**config.mk**
```make
export PLATFORM = sky130hd
export DESIGN_NAME = fifo_rd_stream
export DESIGN_NICKNAME = d
export VERILOG_FILES = /design/src/rtl/fifo_rd_stream.sv
export SDC_FILE = /design/constraint.sdc
export NUM_CORES = 1
export LEC_CHECK = 0
export ABC_CLOCK_PERIOD_IN_PS = 2600
export CORE_MARGIN = 5
export CORE_UTILIZATION = 40
export CTS_BUF_LIST = sky130_fd_sc_hd__clkbuf_4
export DETAILED_ROUTE_END_ITERATION = 8
export GPL_TIMING_DRIVEN = 0
export PLACE_DENSITY = 0.68
export SYNTH_ARGS = -nofsm -noshare
export SYNTH_HDL_FRONTEND = slang
export SYNTH_SLANG_ARGS = --single-unit
```
**constraint.sdc**
```tcl
create_clock -name rd_clk -period 2.6 [get_ports rd_clk]
set_clock_uncertainty 0.15 [all_clocks]
set_input_delay 0.39 -clock rd_clk [delete_from_list [all_inputs] [get_ports rd_clk]]
set_output_delay 0.39 -clock rd_clk [all_outputs]
set_load 0.05 [all_outputs]
```
**src/rtl/fifo_rd_stream.sv**
```systemverilog
// FIFO read side to valid/ready stream with packet framing; pop in cycle N gives m_valid in N+2, one beat/cycle sustained.
// Backpressure: m_ready low fills a 3-entry skid buffer, then pops stop (pop decision never looks at m_ready).
module fifo_rd_stream #(
    parameter int data_width = 8
) (
    input  logic                  rd_clk,
    input  logic                  rd_reset_n,
    input  logic                  fifo_empty,
    input  logic [data_width-1:0] fifo_data,
    output logic                  fifo_rd_en,
    input  logic                  enable,
    input  logic [7:0]            pkt_len,
    output logic [data_width-1:0] m_data,
    output logic                  m_valid,
    input  logic                  m_ready,
    output logic                  m_last,
    output logic [15:0]           words_out,
    output logic                  busy
);

    logic [data_width-1:0] buf_q [3];
    logic [data_width-1:0] buf_d [3];
    logic [1:0]            occ_q, occ_d, occ_sh;
    logic                  valid_q, valid_d;
    logic                  infl_q;
    logic [7:0]            beat_cnt_q, beat_cnt_d;
    logic [7:0]            pkt_len_q, pkt_len_d;
    logic [15:0]           words_q, words_d;
    logic [2:0]            fill;
    logic                  xfer;

    // Entries already held plus the word in flight must leave room for the pop.
    assign fill       = {1'b0, occ_q} + {2'b00, infl_q};
    assign fifo_rd_en = rd_reset_n && enable && !fifo_empty && (fill < 3'd3);

    assign m_data    = buf_q[0];
    assign m_valid   = valid_q;
    assign m_last    = valid_q && (beat_cnt_q == (pkt_len_q - 8'd1));
    assign words_out = words_q;
    assign busy      = valid_q || infl_q;
    assign xfer      = valid_q && m_ready;

    // Head-at-index-0 shift buffer: shift out on transfer, then append the landed word.
    always_comb begin
        buf_d  = buf_q;
        occ_sh = occ_q;
        occ_d  = occ_q;
        if (xfer) begin
            buf_d[0] = buf_q[1];
            buf_d[1] = buf_q[2];
            occ_sh   = occ_q - 2'd1;
        end
        occ_d = occ_sh;
        if (infl_q) begin
            for (int i = 0; i < 3; i++) begin
                if (occ_sh == 2'(i)) begin
                    buf_d[i] = fifo_data;
                end
            end
            occ_d = occ_sh + 2'd1;
        end
        valid_d = (occ_d != 2'd0);
    end

    always_comb begin
        pkt_len_d  = (beat_cnt_q == 8'd0) ? pkt_len : pkt_len_q;
        beat_cnt_d = beat_cnt_q;
        if (xfer) begin
            beat_cnt_d = m_last ? 8'd0 : beat_cnt_q + 8'd1;
        end
        words_d = words_q + {15'd0, xfer};
    end

    always_ff @(posedge rd_clk or negedge rd_reset_n) begin
        if (!rd_reset_n) begin
            for (int i = 0; i < 3; i++) begin
                buf_q[i] <= '0;
            end
            occ_q      <= 2'd0;
            valid_q    <= 1'b0;
            infl_q     <= 1'b0;
            beat_cnt_q <= 8'd0;
            pkt_len_q  <= 8'd0;
            words_q    <= 16'd0;
        end else begin
            buf_q      <= buf_d;
            occ_q      <= occ_d;
            valid_q    <= valid_d;
            infl_q     <= fifo_rd_en;
            beat_cnt_q <= beat_cnt_d;
            pkt_len_q  <= pkt_len_d;
            words_q    <= words_d;
        end
    end

endmodule

```
==> results of run 1 <==
## power groups by stage
stage | Sequential [mW] | Combinational, mW | Clock (mW)
after floorplan | 1.61 | 0.956 | 0
after global placement | 1.49 | 1.51 | 0
after detailed placement | 1.50 | 1.54 | 0
after CTS | 1.48 | 1.55 | 0.676
after global routing | 1.54 | 1.72 | 0.715
final | 1.49 | 1.56 | 0.646
## cell type report
type / instances / area [sq um]
timing repair buffer: 57 / 562
clock buffer: 11 / 82.6
buffer: 16 / 92.6
tap: 99 / 124
fill: 677 / 3420
sequential: 60 / 1510
inverter: 9 / 35.0
multi-input combinational: 192 / 1450
clock inverter: 5 / 52.6
## logic make-up (layout without fill, tap and decap cells)
kind of cell               after synthesis  count (layout)  share of synthesized area
AOI/OAI and AO/OA                       40              40                     0.0884
xor gates and xnor gates                26              26                     0.0751
adders and majority gates               10              10                     0.0413
buffers and inverters                   26              98                     0.0421
DFF                                     60              60                      0.495
muxes                                   33              33                      0.117
and+or+nand+nor                         83              83                      0.140
## routing by layer
layer / GRT usage / vias to the layer above / wire, um
li1: - / 1088 / -
met1: 0.175 / 1076 / 2720
met2: 0.236 / 46 / 3070
met3: 0.0540 / 6 / 362
met4: 0.0389 / 0 / 61
met5: 0 / - / 0
## sequential cells by signal (all words and copies together), names as in the netlist
name / count
infl_q: 1
occ_q: 2
buf_q: 16
m_data: 8
beat_cnt_q: 8
m_valid: 1
words_out: 16
pkt_len_q: 8
## how the worst min path moves through the flow
stage / start / to / slack [ns] / cells after the start
final: words_out[15] / words_out[15] / 0.32 / 1
after floorplan: rd_reset_n / beat_cnt_q[0] / -0.06 / 0
after CTS: rd_reset_n / words_out[0] / 0.31 / 3
after detailed placement: rd_reset_n / words_out[6] / 0.27 / 1
after global placement: words_out[15] / words_out[15] / 0.32 / 1
after global routing: rd_reset_n / words_out[0] / 0.34 / 3
## critical path: cells and delay by family, from the launching register on
family	cells	cell delay (ns)
AO/OA/AOI/OAI	1	0.31
AND/OR/NAND/NOR	1	0.51
flip-flops	1	0.41
XOR/XNOR	1	0.16
buffers and inverters	2	0.26
adder cells (fa/ha/maj)	1	0.18
## layout by cell type (no fill, tap or decap), types with 3 or more instances in the layout
master,count
dfrtp_2,5
buf_4,14
nor2_1,11
o21ai_0,16
mux2_2,16
xnor2_1,15
nand2_1,31
nor2b_1,4
nor3_1,5
and3_1,4
clkbuf_4,11
nand4_1,3
clkinv_2,3
nand3_1,8
clkdlybuf4s50_1,44
a21oi_1,5
mux2i_1,16
o21ai_1,4
xor2_1,9
a22o_1,4
o2111ai_1,3
dfrtp_1,55
inv_1,6
clkbuf_1,5
ha_1,9
## stage by stage
| stage | instance area, sq um | TNS, ns | util |
|---|---|---|---|
| finish | 3910 | -0.169 | 0.533 |
| global route | 3910 | -0.325 | 0.533 |
| CTS | 3860 | -0.230 | 0.526 |
| detailed placement | 3670 | -16.68 | 0.501 |
| global placement | 3660 | -79.94 | 0.499 |
| floorplan | 3050 | -0.346 | - |
## repair_timing
| action | in CTS | in global routing |
|---|---|---|
| hold buffers | 2 | 0 |
| endpoints found under the hold margin | 23 | 0 |
| setup buffers | 4 | 2 |
| resized for setup | 20 | 11 |
| endpoints found under the setup margin | 23 | 18 |
| pin swaps | 2 | 2 |
==> summary.md, run 1 <==
| Metric | Value |
|---|---|
| Status | finished, violations left |
| Failing checks | setup timing |
| Initial antenna violation count | 0 |
| Unrepaired setup endpoints after global routing | yes |
| Worst r2r src | pkt_len_q[1] |
| Critical-path top delay cell | or4_4 |
| FF-to-FF End | beat_cnt_q[0] |
| Std-Cell Rows | 31 |
| Root buffer cell | clkbuf_4 |
| Cell taking the most area after synthesis | dfrtp_1 |
| Reg power frac | 0.403 |
| Largest cells by area after synthesis | dfrtp_1 (50%), mux2_2 (5.9%), mux2i_1 (5.3%) |
| Clock Power Share | 0.175 |
| PD cells | 944 nW/um^2 |
| Antenna cells | 0 |
| Final WL | 6.22 mm |
| Post-synth top area share | 0.495 |
| Largest net degree at the start of global routing | 39 |
| Max_cap viols | 0 |
| Die W | 97.0 um |
| R2R setup slack | 0.17 ns |
| Final cell count without fillers | 449 |
| Die height | 97.0 um |
| Syn Area/Cell | 10.9 sq um |
| Min-delay worst type | reg -> reg |
| Fin worst setup slack | -0.169 ns |
| Fraction of registers with async set/reset | 1.00 |
| Die footprint | 9420 sq um |
| Top fanout value on the critical path | 6 |
| Wirelength per Cell | 13.9 um |
| Power Internal | 2.22 mW |
| Total power | 3.69 mW |
| Worst hold margin | 0.319 ns |
| Final worst path period share | 1.07 |
| Gr usage total | 0.143 |
| TritonCTS buffer count | 9 |
| Cells after synthesis | 278 |
| Final hold vios | 0 |
| Pins Over Slew Limit | 0 |
| Synthesized net count | 309 |
| Max transition margin | 0.307 |
| Global-route wire length before repair | 11.1 mm |
| Layout overhead on the synthesized area | 29.0% |
| Critical-path cell list | inv_2 -> ha_4 -> xor2_1 -> or4_4 -> a311oi_4 -> buf_6 |
| Initial Util | 0.413 |
| Sequential share of the synthesized area | 0.495 |
| Worst vdd rail ir drop | 724 uV |
| CTS clk-pin slew, worst paths | 0.10 ns |
| Count leader, synth | dfrtp_1 |
| Layout cells sized above 1 | 0.209 |
| Final ANT Viol Nets | 0 |
| Core area | 7330 sq um |
| Tightest Pin Transition | 1.04 ns |
| Initial DRT Pass Iterations | 4 |
| Register-to-Register Path Depth | 8 |
| Nets@finish | 376 |
| Worst endpoint required time | 2.06 ns |
| Combinational share of power | 0.422 |
| Dpl ws | -0.782 ns |
| Switch Pwr | 1.47 mW |
| Clk Latency, worst-skew pair | 0.40 ns |
| Number of distinct library cells after synthesis | 43 |
| Setup crit end kind | output port |
| Htree depth | 3 |
| Synthesized flop and latch total | 60 |
| Most frequent cells after synthesis | dfrtp_1 (60), nand2_1 (32) |
| Fmax achieved | 361 MHz |
| DP HPWL | 4.38 mm |
| WP data arrival | 2.23 ns |
| Total congestion overflow | 0 |
| DRC viols | 0 |
| Top FF cell, synth | dfrtp_1 |
| RePlAce Congestion | 0.774 |
| Slowest Stage Delay on Critical Path | 0.51 ns |
| Vias | 2216 |
| Placed cells | 426 |
| Final setup vio count | 1 |
| Static leakage | 1.71 nW |
| EDFF count, synth | 0 |
| CTS tree | done |
| PortBufs | 48 |
| Via-to-Cell Ratio | 4.94 |
| Ys Warns | 0 |
| Longest Clk Path Bufs | 2 |
| I/O pin count | 49 |
| Vias in the first global route | 2419 |
| Kind of critical path | reg -> out |
| Tmin final | 2.77 ns |
| DRT iter0 DRCs | 74 |
| CP Launch Point | pkt_len_q[1] |
| Crit path capture | m_last |
| CTS Sinks | 60 |
| Setup crit start kind | flip-flop |
| Switching part of the total | 0.398 |
| Post-Synthesis Cell Area | 3030 sq um |
Note: power is estimated with default switching activity, not from simulation.
==> run 2, diff against run 1 <==
--- a/config.mk
+++ b/config.mk
@@ -6,6 +6,7 @@
 export NUM_CORES = 1
 export LEC_CHECK = 0
 export ABC_CLOCK_PERIOD_IN_PS = 2600
+export CORE_ASPECT_RATIO = 1.4
 export CORE_MARGIN = 5
 export CORE_UTILIZATION = 40
 export CTS_BUF_LIST = sky130_fd_sc_hd__clkbuf_4
==> run 2 against run 1 <==
Compared with the run above: the flow still finishes with violations (setup timing); register-to-register slack lost 0.02 ns; via count is essentially flat; clock power grew 15%; critical endpoint unchanged; wire length grew 1.5%; utilization grew 0.19 points; first-iteration DRC count grew 80%; critical path depth is the same; non-clock buffer count shrank 1.
==> summary.md, run 2 (synthesized netlist as in run 1, its figures left out) <==
| Metric | Value |
|---|---|
| Top fanout value on the critical path | 6 |
| Longest Clk Path Bufs | 2 |
| Via-to-Cell Ratio | 4.96 |
| Final worst path period share | 1.06 |
| Tightest Pin Transition | 0.734 ns |
| Worst r2r src | pkt_len_q[1] |
| Initial DRT Pass Iterations | 5 |
| PortBufs | 48 |
| Failing checks | setup timing |
| Max transition margin | 0.511 |
| Initial Util | 0.412 |
| Die height | 113 um |
| Placed cells | 424 |
| Max_cap viols | 0 |
| Nets@finish | 375 |
| WL met3 | 199 um |
| Antenna cells | 0 |
| Final ANT Viol Nets | 0 |
| Worst hold margin | 0.325 ns |
| Final WL | 6.32 mm |
| Global-route wire length before repair | 10.7 mm |
| Post-route design area | 3940 sq um |
| DRT iter0 DRCs | 133 |
| Commonest non-fill, non-tap cells in the layout | dfrtp_1 (55), clkdlybuf4s50_1 (44), nand2_1 (31) |
| Gr usage total | 0.141 |
| Static leakage | 1.72 nW |
| Pins Over Slew Limit | 0 |
| Wirelength per Cell | 14.2 um |
| Layout overhead on the synthesized area | 30.0% |
| Min-delay worst type | reg -> reg |
| Number of cells on the worst hold path | 1 |
| Setup crit end kind | output port |
| FF-to-FF End | beat_cnt_q[0] |
| Fin util | 0.535 |
| I/O pin count | 49 |
| Initial antenna violation count | 0 |
| Die W | 83.6 um |
| Htree depth | 3 |
| Total congestion overflow | 0 |
| Commonest non-fill, non-tap cell in the layout | dfrtp_1 |
| Layout fillers | 663 |
| Std-Cell Rows | 37 |
| Met1 WL | 2.71 mm |
| Status | finished, violations left |
| Unrepaired setup endpoints after global routing | yes |
| TritonCTS buffer count | 9 |
| Hold Crit Start | words_out[15] |
| Die footprint | 9440 sq um |
| Worst vdd rail ir drop | 495 uV |
| CTS Sinks | 60 |
| CTS tree | done |
| Fmax achieved | 362 MHz |
| Final hold vios | 0 |
| Vias | 2214 |
| Register-to-Register Path Depth | 8 |
| Clk Latency, worst-skew pair | 0.40 ns |
| Final cell count without fillers | 446 |
| DP HPWL | 4.50 mm |
| WP data arrival | 2.22 ns |
| PD cells | 963 nW/um^2 |
| R2R setup slack | 0.15 ns |
| Total power | 3.79 mW |
| Met2 WL | 3.26 mm |
| Core area | 7360 sq um |
| Final setup vio count | 1 |
| Vias in the first global route | 2273 |
| Kind of critical path | reg -> out |
| Worst endpoint required time | 2.06 ns |
| CP Launch Point | pkt_len_q[1] |
| Tmin final | 2.76 ns |
| Largest net degree at the start of global routing | 33 |
| Layout cells sized above 1 | 0.209 |
| CTS clk-pin slew, worst paths | 0.10 ns |
| Root buffer cell | clkbuf_4 |
| Post-DP Area | 3670 sq um |
| RePlAce Congestion | 0.753 |
| DRC viols | 0 |
| WHS Endpoint | words_out[15] |
| Fin worst setup slack | -0.161 ns |
| Max layer used | met4 |
| Setup crit start kind | flip-flop |
run 2: changes by cell type in the layout (fill, tap and decap cells not counted), sizes merged:
cell          previous run  this run
clkinvlp                 0         1
clkinv                   5         3
bufinv                   1         2
dlygate4sd2              1         0
dlygate4sd3              2         1
dlymetal6s2s             0         1
run 2: stage by stage:
step | setup TNS, ns | setup WS (ns)
finish | -0.161 | -0.161
global placement | -78.66 | -2.33
detailed placement | -15.28 | -0.797
floorplan | -0.346 | -0.0759
global route | -0.244 | -0.244
CTS | -0.237 | -0.237
run 2: worst max path at each step:
stage / slack, ns / endpoint / cells after the start
floorplan: -0.08 / beat_cnt_q[2] / 7
global placement: -2.33 / fifo_rd_en / 4
detailed placement: -0.80 / m_last / 6
CTS: -0.24 / m_last / 6
global route: -0.24 / m_last / 6
finish: -0.16 / m_last / 6
run 2: what timing repair did:
item                                    CTS  global route
resized for setup                        19             9
pin swaps                                 3             1
cloned                                    0             0
hold buffers                              2             0
setup buffers                             6             0
endpoints found under the setup margin   24            19
endpoints found under the hold margin    28             0
run 2: critical path, stage by stage (launching register included):
cell and delay [ns]:
dfrtp_1 0.41, inv_2 0.06, ha_4 0.18, xor2_1 0.16, or4_4 0.50, a311oi_4 0.31
buf_6 0.20
run 2: report_power, final:
part	internal [mW]	switching (mW)
combinational	0.685	0.877
sequential	1.23	0.256
clock	0.407	0.337
total	2.32	1.47
run 2: metal layers:
metal,GRT usage,up-vias
met5,0,-
met4,0.0622,0
met3,0.0444,10
met2,0.237,34
met1,0.164,1079
li1,-,1091
run 2: layout make-up:
type / count / area (sq um) / share of cell area
multi-input combinational: 192 / 1450 / 0.369
tap: 97 / 121 / 0.0308
sequential: 60 / 1510 / 0.383
clock buffer: 11 / 82.6 / 0.0210
timing repair buffer: 57 / 576 / 0.146
inverter: 9 / 35.0 / 0.00889
clock inverter: 5 / 76.3 / 0.0194
buffer: 15 / 87.6 / 0.0222
